===== src/rtl/axi4_lite_write_slave_responder.sv =====
// axi4_lite_write_slave_responder: AXI4-Lite write slave with AW/W queues, delay knobs and a byte-strobed register file
module axi4_lite_write_slave_responder #(
    parameter int ADDRESS_WIDTH = 32,
    parameter int DATA_WIDTH = 32,
    parameter int DEPTH = 4,
    parameter int DELAY_WIDTH = 5,
    parameter bit DEFAULT_READY = 1'b1,
    parameter logic [ADDRESS_WIDTH-1:0] MIN_ADDRESS = 'h00,
    parameter logic [ADDRESS_WIDTH-1:0] MAX_ADDRESS = 'hFF,
    localparam int STRB_WIDTH = DATA_WIDTH / 8,
    localparam int NUM_WORDS = int'((MAX_ADDRESS - MIN_ADDRESS + 1) / STRB_WIDTH),
    localparam int INDEX_WIDTH = NUM_WORDS > 1 ? $clog2(NUM_WORDS) : 1
) (
    input  logic                     aclk,
    input  logic                     areset,
    input  logic [ADDRESS_WIDTH-1:0] awaddr,
    input  logic [2:0]               awprot,
    input  logic                     awvalid,
    output logic                     awready,
    input  logic [DATA_WIDTH-1:0]    wdata,
    input  logic [STRB_WIDTH-1:0]    wstrb,
    input  logic                     wvalid,
    output logic                     wready,
    output logic [1:0]               bresp,
    output logic                     bvalid,
    input  logic                     bready,
    input  logic [DELAY_WIDTH-1:0]   cfg_awready_dly,
    input  logic [DELAY_WIDTH-1:0]   cfg_wready_dly,
    input  logic [DELAY_WIDTH-1:0]   cfg_bvalid_dly,
    input  logic [INDEX_WIDTH-1:0]   dbg_addr,
    output logic [DATA_WIDTH-1:0]    dbg_data
);
    localparam int PW = $clog2(DEPTH);
    localparam int OB = $clog2(STRB_WIDTH);
    localparam logic [PW:0] FULL = (PW+1)'(DEPTH);
    localparam logic [ADDRESS_WIDTH-1:0] SPAN = MAX_ADDRESS - MIN_ADDRESS;

    logic [ADDRESS_WIDTH-1:0] aw_addr_q [DEPTH];
    logic [2:0]               aw_prot_q [DEPTH];
    logic [DATA_WIDTH-1:0]    w_data_q  [DEPTH];
    logic [STRB_WIDTH-1:0]    w_strb_q  [DEPTH];
    logic [DATA_WIDTH-1:0]    mem       [NUM_WORDS];
    logic [PW-1:0]            aw_wr, aw_rd, w_wr, w_rd;
    logic [PW:0]              aw_cnt, w_cnt;
    logic [DELAY_WIDTH-1:0]   b_cnt;
    logic                     b_pend, aw_hs, w_hs, b_free, commit;
    logic [1:0]               full, rdy, resp;
    logic [ADDRESS_WIDTH-1:0] off;
    logic [INDEX_WIDTH-1:0]   idx;
    logic [2+2*DELAY_WIDTH:0] unused_bits;

    assign unused_bits = {aw_prot_q[aw_rd], cfg_awready_dly, cfg_wready_dly};
    assign aw_hs = awvalid && awready;
    assign w_hs = wvalid && wready;
    assign b_free = bvalid ? bready : !b_pend;
    assign commit = aw_cnt != '0 && w_cnt != '0 && b_free;
    // an address below MIN wraps to a huge offset, so one compare covers both bounds
    assign off = aw_addr_q[aw_rd] - MIN_ADDRESS;
    assign idx = off[OB +: INDEX_WIDTH];
    assign resp = (off > SPAN) ? 2'b11 : (aw_addr_q[aw_rd][OB-1:0] != '0) ? 2'b10 : 2'b00;
    assign dbg_data = mem[dbg_addr];
    assign full = {w_cnt == FULL, aw_cnt == FULL};
    assign awready = rdy[0];
    assign wready = rdy[1];

    generate
        if (DEFAULT_READY) begin : g_fast
            assign rdy = ~full & {2{~areset}};
        end else begin : g_dly
            logic [1:0] vld;
            assign vld = {wvalid, awvalid};
            for (genvar c = 0; c < 2; c++) begin : g_ch
                typedef enum logic [1:0] {R_IDLE, R_WAIT, R_RDY} rdy_t;
                rdy_t st, st_nx;
                logic [DELAY_WIDTH-1:0] cnt, cnt_nx, dly;
                assign dly = (c == 0) ? cfg_awready_dly : cfg_wready_dly;
                assign rdy[c] = st == R_RDY && !full[c];
                // ready-delay state register
                always_ff @(posedge aclk or posedge areset) begin
                    if (areset) begin
                        st <= R_IDLE;
                        cnt <= '0;
                    end else begin
                        st <= st_nx;
                        cnt <= cnt_nx;
                    end
                end
                // wait out the programmed delay, then hold ready until the handshake
                always_comb begin
                    st_nx = st;
                    cnt_nx = cnt;
                    case (st)
                        R_IDLE: if (vld[c] && !full[c]) begin
                            st_nx = (dly == '0) ? R_RDY : R_WAIT;
                            cnt_nx = dly - DELAY_WIDTH'(1);
                        end
                        R_WAIT: begin
                            st_nx = (cnt == '0) ? R_RDY : R_WAIT;
                            cnt_nx = cnt - DELAY_WIDTH'(1);
                        end
                        default: if (vld[c] && rdy[c]) st_nx = R_IDLE;
                    endcase
                end
            end
        end
    endgenerate

    // queue storage only matters behind the counters, so it carries no reset
    always_ff @(posedge aclk) begin
        if (aw_hs) begin
            aw_addr_q[aw_wr] <= awaddr;
            aw_prot_q[aw_wr] <= awprot;
        end
        if (w_hs) begin
            w_data_q[w_wr] <= wdata;
            w_strb_q[w_wr] <= wstrb;
        end
    end

    // queue bookkeeping, B-channel sequencing and strobed register-file writes
    always_ff @(posedge aclk or posedge areset) begin
        if (areset) begin
            aw_wr <= '0;
            aw_rd <= '0;
            w_wr <= '0;
            w_rd <= '0;
            aw_cnt <= '0;
            w_cnt <= '0;
            bvalid <= 1'b0;
            bresp <= 2'b00;
            b_pend <= 1'b0;
            b_cnt <= '0;
            for (int i = 0; i < NUM_WORDS; i++) mem[i] <= '0;
        end else begin
            aw_wr <= aw_wr + PW'(aw_hs);
            w_wr <= w_wr + PW'(w_hs);
            aw_rd <= aw_rd + PW'(commit);
            w_rd <= w_rd + PW'(commit);
            aw_cnt <= aw_cnt + (PW+1)'(aw_hs) - (PW+1)'(commit);
            w_cnt <= w_cnt + (PW+1)'(w_hs) - (PW+1)'(commit);
            if (commit) begin
                bresp <= resp;
                bvalid <= cfg_bvalid_dly == '0;
                b_pend <= cfg_bvalid_dly != '0;
                b_cnt <= cfg_bvalid_dly - DELAY_WIDTH'(1);
                if (resp == 2'b00)
                    for (int i = 0; i < STRB_WIDTH; i++)
                        if (w_strb_q[w_rd][i]) mem[idx][8*i +: 8] <= w_data_q[w_rd][8*i +: 8];
            end else if (b_pend) begin
                if (b_cnt == '0) begin
                    bvalid <= 1'b1;
                    b_pend <= 1'b0;
                end
                b_cnt <= b_cnt - DELAY_WIDTH'(1);
            end else if (bvalid && bready) begin
                bvalid <= 1'b0;
            end
        end
    end
endmodule


===== config.mk =====
export PLATFORM = sky130hd
export DESIGN_NAME = axi4_lite_write_slave_responder
export DESIGN_NICKNAME = d
export VERILOG_FILES = /design/src/rtl/axi4_lite_write_slave_responder.sv
export SDC_FILE = /design/constraint.sdc
export NUM_CORES = 2
export LEC_CHECK = 0
export BUFFER_PORTS_ARGS = -buffer_cell sky130_fd_sc_hd__buf_2
export CORE_MARGIN = 3
export CORE_UTILIZATION = 43
export CTS_CLUSTER_DIAMETER = 60
export DETAILED_ROUTE_END_ITERATION = 16
export HOLD_SLACK_MARGIN = 0.03
export SYNTH_ARGS = -nofsm -noshare
export SYNTH_HDL_FRONTEND = slang
export SYNTH_SLANG_ARGS = --single-unit

===== constraint.sdc =====
create_clock -name aclk -period 66.2 [get_ports aclk]
set_input_delay 6.62 -clock aclk [delete_from_list [all_inputs] [get_ports aclk]]
set_output_delay 6.62 -clock aclk [all_outputs]
set_load 0.02 [all_outputs]

==> out/results.txt <==
Initial Util: 43.3%
Number of port buffers: 120
Pre-CTS setup slack: 48.18 ns
Post-Synthesis Cells: 8904
Vias post-DR: 78000
CP max stage delay: 0.71 ns
Clock sink total: 2343
Post-CTS Repair Setup Buffers: 0
Sequential fraction of the synthesis area: 57.5%
FFs w/ async S/R, synth: 88.4%
Synth warnings: 0
Reg-to-Reg End: mem[1984]$_DFFE_PP0P_
FILL cells: 21400
CP Class: in2out
Antenna-violating nets left: 0
CP startpoint kind: primary input
Yosys top cell area share: 49.6%
First-pass GRT wire length: 516000 um
Fmax: 0.0549 GHz
Largest net degree at the start of global routing: 332
Post-synth top area cell: dfrtp_1
Placer Congestion: 0.866
Reg area: 60000 um2
Final wirelength: 347000 um
Ranking of synthesized cells by area: dfrtp_1 50%, mux4_2 12%, o21ai_0 10%, o21ai_1 9.6%, edfxtp_1 7.8%
Hold Buf Count CTS: 0
Slew Limit Fails: 0
H-tree depth reported by CTS: 5
Post-route worst setup slack: 48.00 ns
Fin Setup TNS: 0 ns
HP Class: reg2reg
Final setup violating endpoints: 0
Share of post-route cells with drive strength above 1: 19.1%
Multi-input gate area: 41400 um2
Critical Path Slowest Stage Cell: buf_4
CTS root buf: clkbuf_16
Max-Cap Viols: 0
Reg-to-reg startpoint: aw_rd[0]$_DFF_PP0_
Synthesized area: 104000 um2
Seq cells post-synth: 2343
Skew-Pair Late Insertion Delay: 0.94 ns
Via density: 6.49
Net Count, Synth: 9012
Vias in the first global route: 76700
Crit end category: output pin
IR drop worst, VDD: 0.0356 mV
EDFF count, synth: 272
Crit-path most repeated cell: buf_4
Tmin final: 18.20 ns
Drc violations: 0
Most used DFF post-synth: dfrtp_1
Antenna violations before repair: 31
R2r setup slk: 59.99 ns
Total Routing Usage GR: 27.5%
Fin. Hold Viols: 0
CP arrival: 11.58 ns
Clk buf depth: 4
GR Overflow Total: 0
Hold_sp: bresp[0]$_DFFE_PP0P_
Top-Level Pins: 134
Nets: 8733
TritonCTS Buffers: 277
Dpl hpwl: 214000 um
Die height: 499 um
Drt pass-1 iters: 6
Crit path max fanout: 44
R2r worst-path depth: 10
Die Footprint: 249000 um2
Final worst-path cycle share: 27.5%
Most common cell in the synthesized netlist: o21ai_0
Syn_area_per_cell: 11.7 um2
Relative slew slack: 3.84%
Leakage: 49.5 nW
WL/cell: 28.9 um
FP Rows: 180
Post_cts resized: 0
CP cell instances: buf_8 > buf_4 > buf_4 > buf_4 > mux2i_1 > a221oi_1 > o21ai_0 > o211ai_1 > a21oi_1 > nor2_1 > buf_2
Die W: 499 um
Worst-margin pin slew: 1.44 ns
Hold-critical path depth: 2
CTS tree: yes
Synth cell types: 58
Placeable Area: 241000 um2
Hold Path End: bresp[0]$_DFFE_PP0P_
Power density over the cells: 32.1 nW/um2
RSZ-0062 raised after global routing: false
Synth cell count leaders: 2162 x o21ai_0, 2071 x dfrtp_1, 2002 x o21ai_1, 689 x clkbuf_1, 578 x mux4_2
Final Skew: 0.0745 ns
Worst path required time: 59.58 ns
Area grow syn2layout: 11.2%
CTS clock-pin slew for the worst setup and hold paths: 0.05 ns
Outcome: complete, no violations
DRT iter0 DRCs: 10200
[sequential cells by signal (all words and copies together) (netlist names)]
register and cells:
aw_rd 2, bvalid 1, aw_addr_q 128, bresp 2, mem 2048, w_cnt 3
aw_wr 2, aw_cnt 3, b_pend 1, w_wr 2, w_data_q 128, w_rd 2
b_cnt 5, w_strb_q 16
[power by group]
part	switching [mW]	leakage [nW]	internal (mW)
combinational	0.635	13.8	0.103
clock	0.593	4.28	0.886
sequential	0.0223	31.4	1.48
total	1.25	49.5	2.47
[kinds of logic (layout without fill, tap and decap cells)]
family,after synthesis,in the layout,share of synthesized area (%)
AOI/OAI and AO/OA,4341,4341,21.2
xor gates and xnor gates,15,15,0.126
adders and majority gates,11,11,0.146
buffers and inverters,862,765,3.46
DFF,2343,2343,57.5
muxes,721,721,13.9
other,0,13,0
and+or+nand+nor,611,611,3.70
[placed cells by master, fill, tap and decap left out, types with 44 or more instances in the layout]
cell type	n
mux2i_1	105
mux4_2	578
o21ai_1	1984
nand2_4	110
o21ai_0	2148
nor2_1	57
a22oi_1	65
buf_4	159
clkbuf_1	67
dfrtp_1	2069
clkbuf_16	287
buf_2	116
edfxtp_1	272
nand2_2	165
nor2_2	50
clkbuf_8	44
nand2_1	105
[metal layers]
layer,wire length (um),vias to the layer above,part of all wire [%],track usage [%]
met5,115,-,0.033,0
met4,15900,20,4.6,11.9
met3,36300,788,10,6.75
met2,155000,4252,45,40.6
met1,139000,40300,40,38.9
li1,-,32600,-,-
[final cells by class]
| cell class | instances | area share, % |
|---|---|---|
| diodes | 13 | 0.0280 |
| clock buffers | 398 | 6.92 |
| clock inverters | 63 | 0.554 |
| inverters | 19 | 0.0679 |
| multi-input cells | 5699 | 35.6 |
| flip-flops and latches | 2343 | 51.7 |
| well taps | 3185 | 3.43 |
| repair buffers | 285 | 1.69 |
[critical path: cells and delay by family]
family | cells | cell delay [ns]
compound gates | 4 | 1.73
simple gates | 1 | 0.28
mux | 1 | 0.15
buf+inv | 5 | 2.57
[through the flow]
step | util, % | hold WS (ns) | instance area [um2] | std cells | power [mW]
floorplan | - | 0.456 | 104000 | 8904 | 1.93
global placement | 44.6 | 0.470 | 107000 | 11500 | 2.24
detailed placement | 44.6 | 0.483 | 107000 | 11500 | 2.25
CTS | 48.2 | 0.496 | 116000 | 12000 | 3.73
global route | 48.2 | 0.512 | 116000 | 12000 | 3.83
finish | 48.2 | 0.490 | 116000 | 12000 | 3.72
[worst max-delay path by stage]
stage | start | endpoint | slack (ns) | cells past startpoint
6_report | dbg_addr[1] | dbg_data[6] | 48.00 | 11
5_1_grt | dbg_addr[1] | dbg_data[6] | 47.86 | 11
4_1_cts | dbg_addr[1] | dbg_data[6] | 48.17 | 11
3_5_place_dp | dbg_addr[1] | dbg_data[6] | 48.18 | 11
3_3_place_gp | dbg_addr[1] | dbg_data[6] | 48.17 | 11
2_1_floorplan | areset | aw_cnt[0]$_DFF_PP0_ | 1.08 | 1
(Power assumes the default switching activity.)
